--- src/rtl/uart_tx_arb.sv ---
`default_nettype none
// ============================================================================
//  Module   : uart_tx_arb
//  Purpose  : Round-robin arbiter/sequencer sharing one uart_tx byte
//             transmitter between NUM_REQ requesters. Latches the winner's
//             byte, holds tx_send_en for the whole frame, waits for tx_done
//             (or times out), reports back, then enforces an idle gap.
//  Ports    : clk, rst (async, active-high)
//             req[NUM_REQ]        per-requester transmit request (level)
//             req_data[8*NUM_REQ] byte of requester i at [8i+7:8i]
//             ack/done/err        one-hot pulses toward the owning requester
//             tx_send_en, tx_data to the transmitter; tx_done from it
//             busy                high whenever the arbiter is not idle
//  Revision : 1.0  initial release
// ============================================================================
module uart_tx_arb #(
    parameter int NUM_REQ        = 4,
    parameter int GAP_CYCLES     = 16,
    parameter int TIMEOUT_CYCLES = 65535
) (
    input  logic                   clk,
    input  logic                   rst,
    input  logic [NUM_REQ-1:0]     req,
    input  logic [8*NUM_REQ-1:0]   req_data,
    output logic [NUM_REQ-1:0]     ack,
    output logic [NUM_REQ-1:0]     done,
    output logic [NUM_REQ-1:0]     err,
    output logic                   tx_send_en,
    output logic [7:0]             tx_data,
    input  logic                   tx_done,
    output logic                   busy
);

    localparam int IDX_W = $clog2(NUM_REQ);
    localparam int GAP_W = (GAP_CYCLES > 1) ? $clog2(GAP_CYCLES) : 1;

    localparam logic [1:0] c_idle = 2'd0;
    localparam logic [1:0] c_busy = 2'd1;
    localparam logic [1:0] c_gap  = 2'd2;

    localparam logic [15:0]      c_to_last  = 16'(TIMEOUT_CYCLES - 1);
    localparam logic [GAP_W-1:0] c_gap_last = GAP_W'((GAP_CYCLES > 0) ? GAP_CYCLES - 1 : 0);
    localparam logic [IDX_W-1:0] c_ptr_rst  = IDX_W'(NUM_REQ - 1);

    logic [1:0]         r_state;
    logic [IDX_W-1:0]   r_ptr;
    logic [IDX_W-1:0]   r_own;
    logic [15:0]        r_to_cnt;
    logic [GAP_W-1:0]   r_gap_cnt;
    logic [NUM_REQ-1:0] r_ack;
    logic [NUM_REQ-1:0] r_done;
    logic [NUM_REQ-1:0] r_err;
    logic               r_send_en;
    logic [7:0]         r_tx_data;
    logic               r_busy;

    logic [IDX_W-1:0]   w_win;
    int                 w_dist;
    int                 w_best;

    function automatic logic [NUM_REQ-1:0] f_onehot(input logic [IDX_W-1:0] idx);
        return NUM_REQ'(1) << idx;
    endfunction

    // Winner = requesting index closest *after* the pointer (modulo NUM_REQ).
    // The pointer's own index has the largest distance, so the last-served
    // requester gets the lowest priority.
    always_comb begin
        w_win  = '0;
        w_best = NUM_REQ;
        w_dist = 0;
        for (int i = 0; i < NUM_REQ; i++) begin
            if (i > int'(r_ptr)) begin
                w_dist = i - int'(r_ptr) - 1;
            end else begin
                w_dist = i + NUM_REQ - int'(r_ptr) - 1;
            end
            if (req[i] && (w_dist < w_best)) begin
                w_best = w_dist;
                w_win  = IDX_W'(i);
            end
        end
    end

    always_ff @(posedge clk or posedge rst) begin
        if (rst) begin
            r_state   <= c_idle;
            r_ptr     <= c_ptr_rst;
            r_own     <= '0;
            r_to_cnt  <= '0;
            r_gap_cnt <= '0;
            r_ack     <= '0;
            r_done    <= '0;
            r_err     <= '0;
            r_send_en <= 1'b0;
            r_tx_data <= '0;
            r_busy    <= 1'b0;
        end else begin
            r_ack  <= '0;
            r_done <= '0;
            r_err  <= '0;
            case (r_state)
                c_idle: begin
                    if (|req) begin
                        r_own     <= w_win;
                        r_tx_data <= req_data[{w_win, 3'b000} +: 8];
                        r_ack     <= f_onehot(w_win);
                        r_send_en <= 1'b1;
                        r_to_cnt  <= '0;
                        r_state   <= c_busy;
                        r_busy    <= 1'b1;
                    end
                end
                c_busy: begin
                    r_to_cnt <= r_to_cnt + 16'd1;
                    // tx_done has priority over a coincident timeout terminal.
                    if (tx_done || (r_to_cnt == c_to_last)) begin
                        r_send_en <= 1'b0;
                        if (tx_done) begin
                            r_done <= f_onehot(r_own);
                        end else begin
                            r_err <= f_onehot(r_own);
                        end
                        r_ptr <= r_own;
                        if (GAP_CYCLES == 0) begin
                            r_state <= c_idle;
                            r_busy  <= 1'b0;
                        end else begin
                            r_gap_cnt <= '0;
                            r_state   <= c_gap;
                        end
                    end
                end
                c_gap: begin
                    r_gap_cnt <= r_gap_cnt + GAP_W'(1);
                    if (r_gap_cnt == c_gap_last) begin
                        r_state <= c_idle;
                        r_busy  <= 1'b0;
                    end
                end
                default: begin
                    r_state <= c_idle;
                    r_busy  <= 1'b0;
                end
            endcase
        end
    end

    assign ack        = r_ack;
    assign done       = r_done;
    assign err        = r_err;
    assign tx_send_en = r_send_en;
    assign tx_data    = r_tx_data;
    assign busy       = r_busy;

endmodule
`default_nettype wire

--- config.mk ---
export PLATFORM = sky130hd
export DESIGN_NAME = uart_tx_arb
export DESIGN_NICKNAME = d
export VERILOG_FILES = /design/src/rtl/uart_tx_arb.sv
export SDC_FILE = /design/constraint.sdc
export NUM_CORES = 1
export LEC_CHECK = 0
export BUFFER_PORTS_ARGS = -buffer_cell sky130_fd_sc_hd__buf_2
export CORE_ASPECT_RATIO = 1.4
export CORE_MARGIN = 1.5
export CORE_UTILIZATION = 53
export DETAILED_ROUTE_END_ITERATION = 7
export PLACE_DENSITY = 0.77
export SYNTH_ARGS = -nofsm -noshare
export SYNTH_HDL_FRONTEND = slang
export SYNTH_SLANG_ARGS = --single-unit
--- constraint.sdc ---
create_clock -name clk -period 6.8 [get_ports clk]
set_clock_uncertainty 0.2 [all_clocks]
set_input_delay 0.34 -clock clk [delete_from_list [all_inputs] [get_ports clk]]
set_output_delay 0.34 -clock clk [all_outputs]
set_load 0.02 [all_outputs]
==> flow_summary_export.csv <==
group,metric,value,unit
cts,htree_levels,2,
floorplanning,dieHeight,92.2,um
placement,place_area,0.00338,sq mm
floorplanning,fp.coreArea,0.00549,sq mm
drt,ant_nets,0,
critical_path,cpMaxStageDelayCell,"dfstp_2",
timing,worst_pin_slew,983,ps
drt,vias_per_cell,5.75,
logic_synthesis,ys_seq_area_frac,0.400,
critical_path,slowest_delay,630,ps
placement,gp_congestion,0.933,
critical_path,cp-end-kind,"register",
placement,dp_slack,297,ps
final_layout,diodes,0,
global_routing,grtUsageTotal,0.252,
floorplanning,dieArea,0.00615,sq mm
final_layout,stdcell_area,0.00353,sq mm
drt,drc_errors,0,
placement,dp.cells,472,
final_layout,final_common_cell,"buf_2",
timing,rsz0062_at_grt,"yes",
timing,slew-limit-headroom,0.344,
global_routing,grt_pass1_wl,11.9,mm
critical_path,worstPathRequired,6830,ps
flow_run,cap_viol_max_count,0,
logic_synthesis,syn_area_per_cell,8.60,sq um
final_layout,nets,474,
floorplanning,fp.dieW,66.7,um
global_routing,antenna_found_initial,0,
critical_path,critPathArrivalTime,6400,ps
timing,setup_slack,431,ps
cts,cts.sinks,48,
timing,drv_slew,0,
power,p_leak,1.69,nW
final_layout,drive_above_1_share,0.225,
cts,cts_tree,"done",
final_layout,synthToLayoutAreaGrowth,17.2,%
cts,cts.clk_slew.worst_paths,90,ps
floorplanning,ios,61,
timing,min_period,6370,ps
critical_path,path_common_cell,"ha_1",
timing,hold_viol,0,
critical_path,r2r_cells,26,
timing,setup_viol_count_final,0,
floorplanning,rows,32,
drt,drt-total-wl,7.26,mm
global_routing,grt_start_max_net_pins,49,
timing,post-route-period-util,0.937,
final_layout,layoutNonFillerInstCount,481,
logic_synthesis,ys_ff_latch,48,
logic_synthesis,ys.flop_type,"dfrtp_1",
critical_path,crit_buf_inv,2,
logic_synthesis,async_flop_share,1.00,
global_routing,grt_pass1_vias,2618,
critical_path,crit_type,"register to register",
floorplanning,initial_utilization,0.549,
cts,cts_buffer_depth,2,
drt,dr.pass1.iters,4,
timing,fmax,0.157,GHz
drt,routed-via-count,2767,
placement,hpwl,5.55,mm
critical_path,cp_max_fo,11,
logic_synthesis,syn_area,0.00301,sq mm
power,vdd_drop_max,0.397,mV
worst_hold_path,hold_class,"input pin to asynchronous set/reset pin",
cts,cts_root_buffer,"clkbuf_8",
logic_synthesis,synthesis.instances,350,
power,p_per_area,537,mW/mm^2
logic_synthesis,ys_types,54,
cts,insertion_delay,310,ps
critical_path,worstSetupStartpointType,"register",
cts,numCtsBuffers,5,
critical_path,cp_num_cells,26,
logic_synthesis,synth_edf_count,0,
logic_synthesis,yosysWarnings,0,
drt,drt_iter0_markers,135,
critical_path,crit_family,"compound AO/OA/AOI/OAI gates",
final_layout,most-common-layout-cells,"60 x buf_2, 58 x nand2_1, 46 x dfrtp_1",
drt,wl_per_cell,15.1,um
global_routing,grt.overflow.total,0,
status,status,"finished, final reports clean",
placement,port_buffers,60,
[routing by layer]
metal / vias to the layer above / track usage / share of wire
met5: - / 0 / 0
met4: 0 / 0.114 / 0.035
met3: 23 / 0.0442 / 0.028
met2: 68 / 0.433 / 0.53
met1: 1309 / 0.301 / 0.41
li1: 1367 / - / -
[sequential cells by signal (all words and copies together) (netlist names), 2 cells and up]
signal / count
r_gap_cnt: 4
ack: 4
err: 4
done: 4
r_state: 2
r_own: 2
r_to_cnt: 16
tx_data: 8
r_ptr: 2
[through the flow]
| step | utilization | power, mW | hold WS, ps | TNS, ps |
|---|---|---|---|---|
| 4_1_cts | 0.639 | 1.85 | 83.1 | 0 |
| 2_1_floorplan | - | 1.34 | 213 | 0 |
| 3_3_place_gp | 0.617 | 1.61 | 261 | 0 |
| 6_report | 0.643 | 1.90 | 61.3 | 0 |
| 5_1_grt | 0.643 | 2.06 | 89.0 | -8.00 |
| 3_5_place_dp | 0.617 | 1.63 | 269 | 0 |
[cell type report]
type                       instances  area, sq um
clock buffer                       6         82.6
clock inverter                     2         38.8
fill                             466         1960
inverter                          11         41.3
multi-input combinational        282         1750
sequential                        48         1200
tap                               68         85.1
timing repair buffer              64          330
[final timing paths]
| check | from | endpoint | slack [ps] |
|---|---|---|---|
| worst max-delay path | r_ptr[0]$_DFFE_PP1P_ | tx_data[1]$_DFFE_PP0P_ | 430 |
| worst min-delay path | rst | r_to_cnt[0]$_DFFE_PP0P_ | 60 |
| worst max register to register | r_ptr[0]$_DFFE_PP1P_ | tx_data[1]$_DFFE_PP0P_ | 430 |
| worst min register to register | r_to_cnt[12]$_DFFE_PP0P_ | r_to_cnt[12]$_DFFE_PP0P_ | 280 |
| max in group asynchronous | rst | tx_data[7]$_DFFE_PP0P_ | 5740 |
| min in group clk | req_data[21] | tx_data[5]$_DFFE_PP0P_ | 80 |
[what timing repair did]
item / in CTS / in global routing
setup endpoints to repair: 0 / 13
buffers inserted: 0 / 1
hold buffers: 0 / 0
resized for setup: 0 / 4
[cells by family (layout without fill, tap and decap cells)]
kind of cell	Yosys count	in the layout	share of synthesized area
compound gates	84	84	0.191
xor+xnor	4	4	0.0116
fa+ha+maj	23	23	0.0956
buf+inv	23	83	0.0291
flops	48	48	0.400
mux	5	5	0.0175
other cells	2	5	0.00249
simple gates	161	161	0.253
[synthesized netlist by cell type (all sizes together), types with 3 or more instances]
library cell / count / area share
nand2b: 8 / 0.017
mux2i: 3 / 0.010
nor2: 27 / 0.034
and3: 4 / 0.0083
a21oi: 16 / 0.028
a31oi: 11 / 0.025
ha: 23 / 0.096
o211ai: 3 / 0.0075
clkbuf: 11 / 0.014
nor3: 7 / 0.012
a211oi: 3 / 0.0091
nand4: 8 / 0.017
and2: 6 / 0.012
dfrtp: 46 / 0.38
o21ai: 30 / 0.050
xor2: 3 / 0.0087
nor2b: 3 / 0.0062
inv: 11 / 0.014
nand2: 58 / 0.072
nand3: 29 / 0.048
nor4: 3 / 0.0062
a21o: 5 / 0.016
[report_power, final]
group	internal (mW)	switching (mW)	total (mW)
combinational	0.480	0.745	1.23
sequential	0.369	0.0830	0.452
clock	0.120	0.0979	0.218
total	0.969	0.926	1.90
[worst reg2reg max path, cell delays in order, from the launching register on]
cell	delay, ps
dfstp_2	630
inv_1	130
ha_1	250
ha_1	190
nand2b_1	170
and2_1	200
nand2_1	120
inv_1	50
ha_1	270
nand2_1	60
a21oi_1	290
a21o_2	350
mux2i_2	340
ha_1	300
a21o_1	190
a2111oi_4	390
o21ai_1	170
a21o_4	250
a21o_2	200
ha_1	270
or3b_2	210
nand2_1	60
nand2_1	160
a211oi_2	80
a211oi_4	420
a21oi_1	130
a31oi_1	220
No activity file was read; power rests on OpenSTA's default activity.
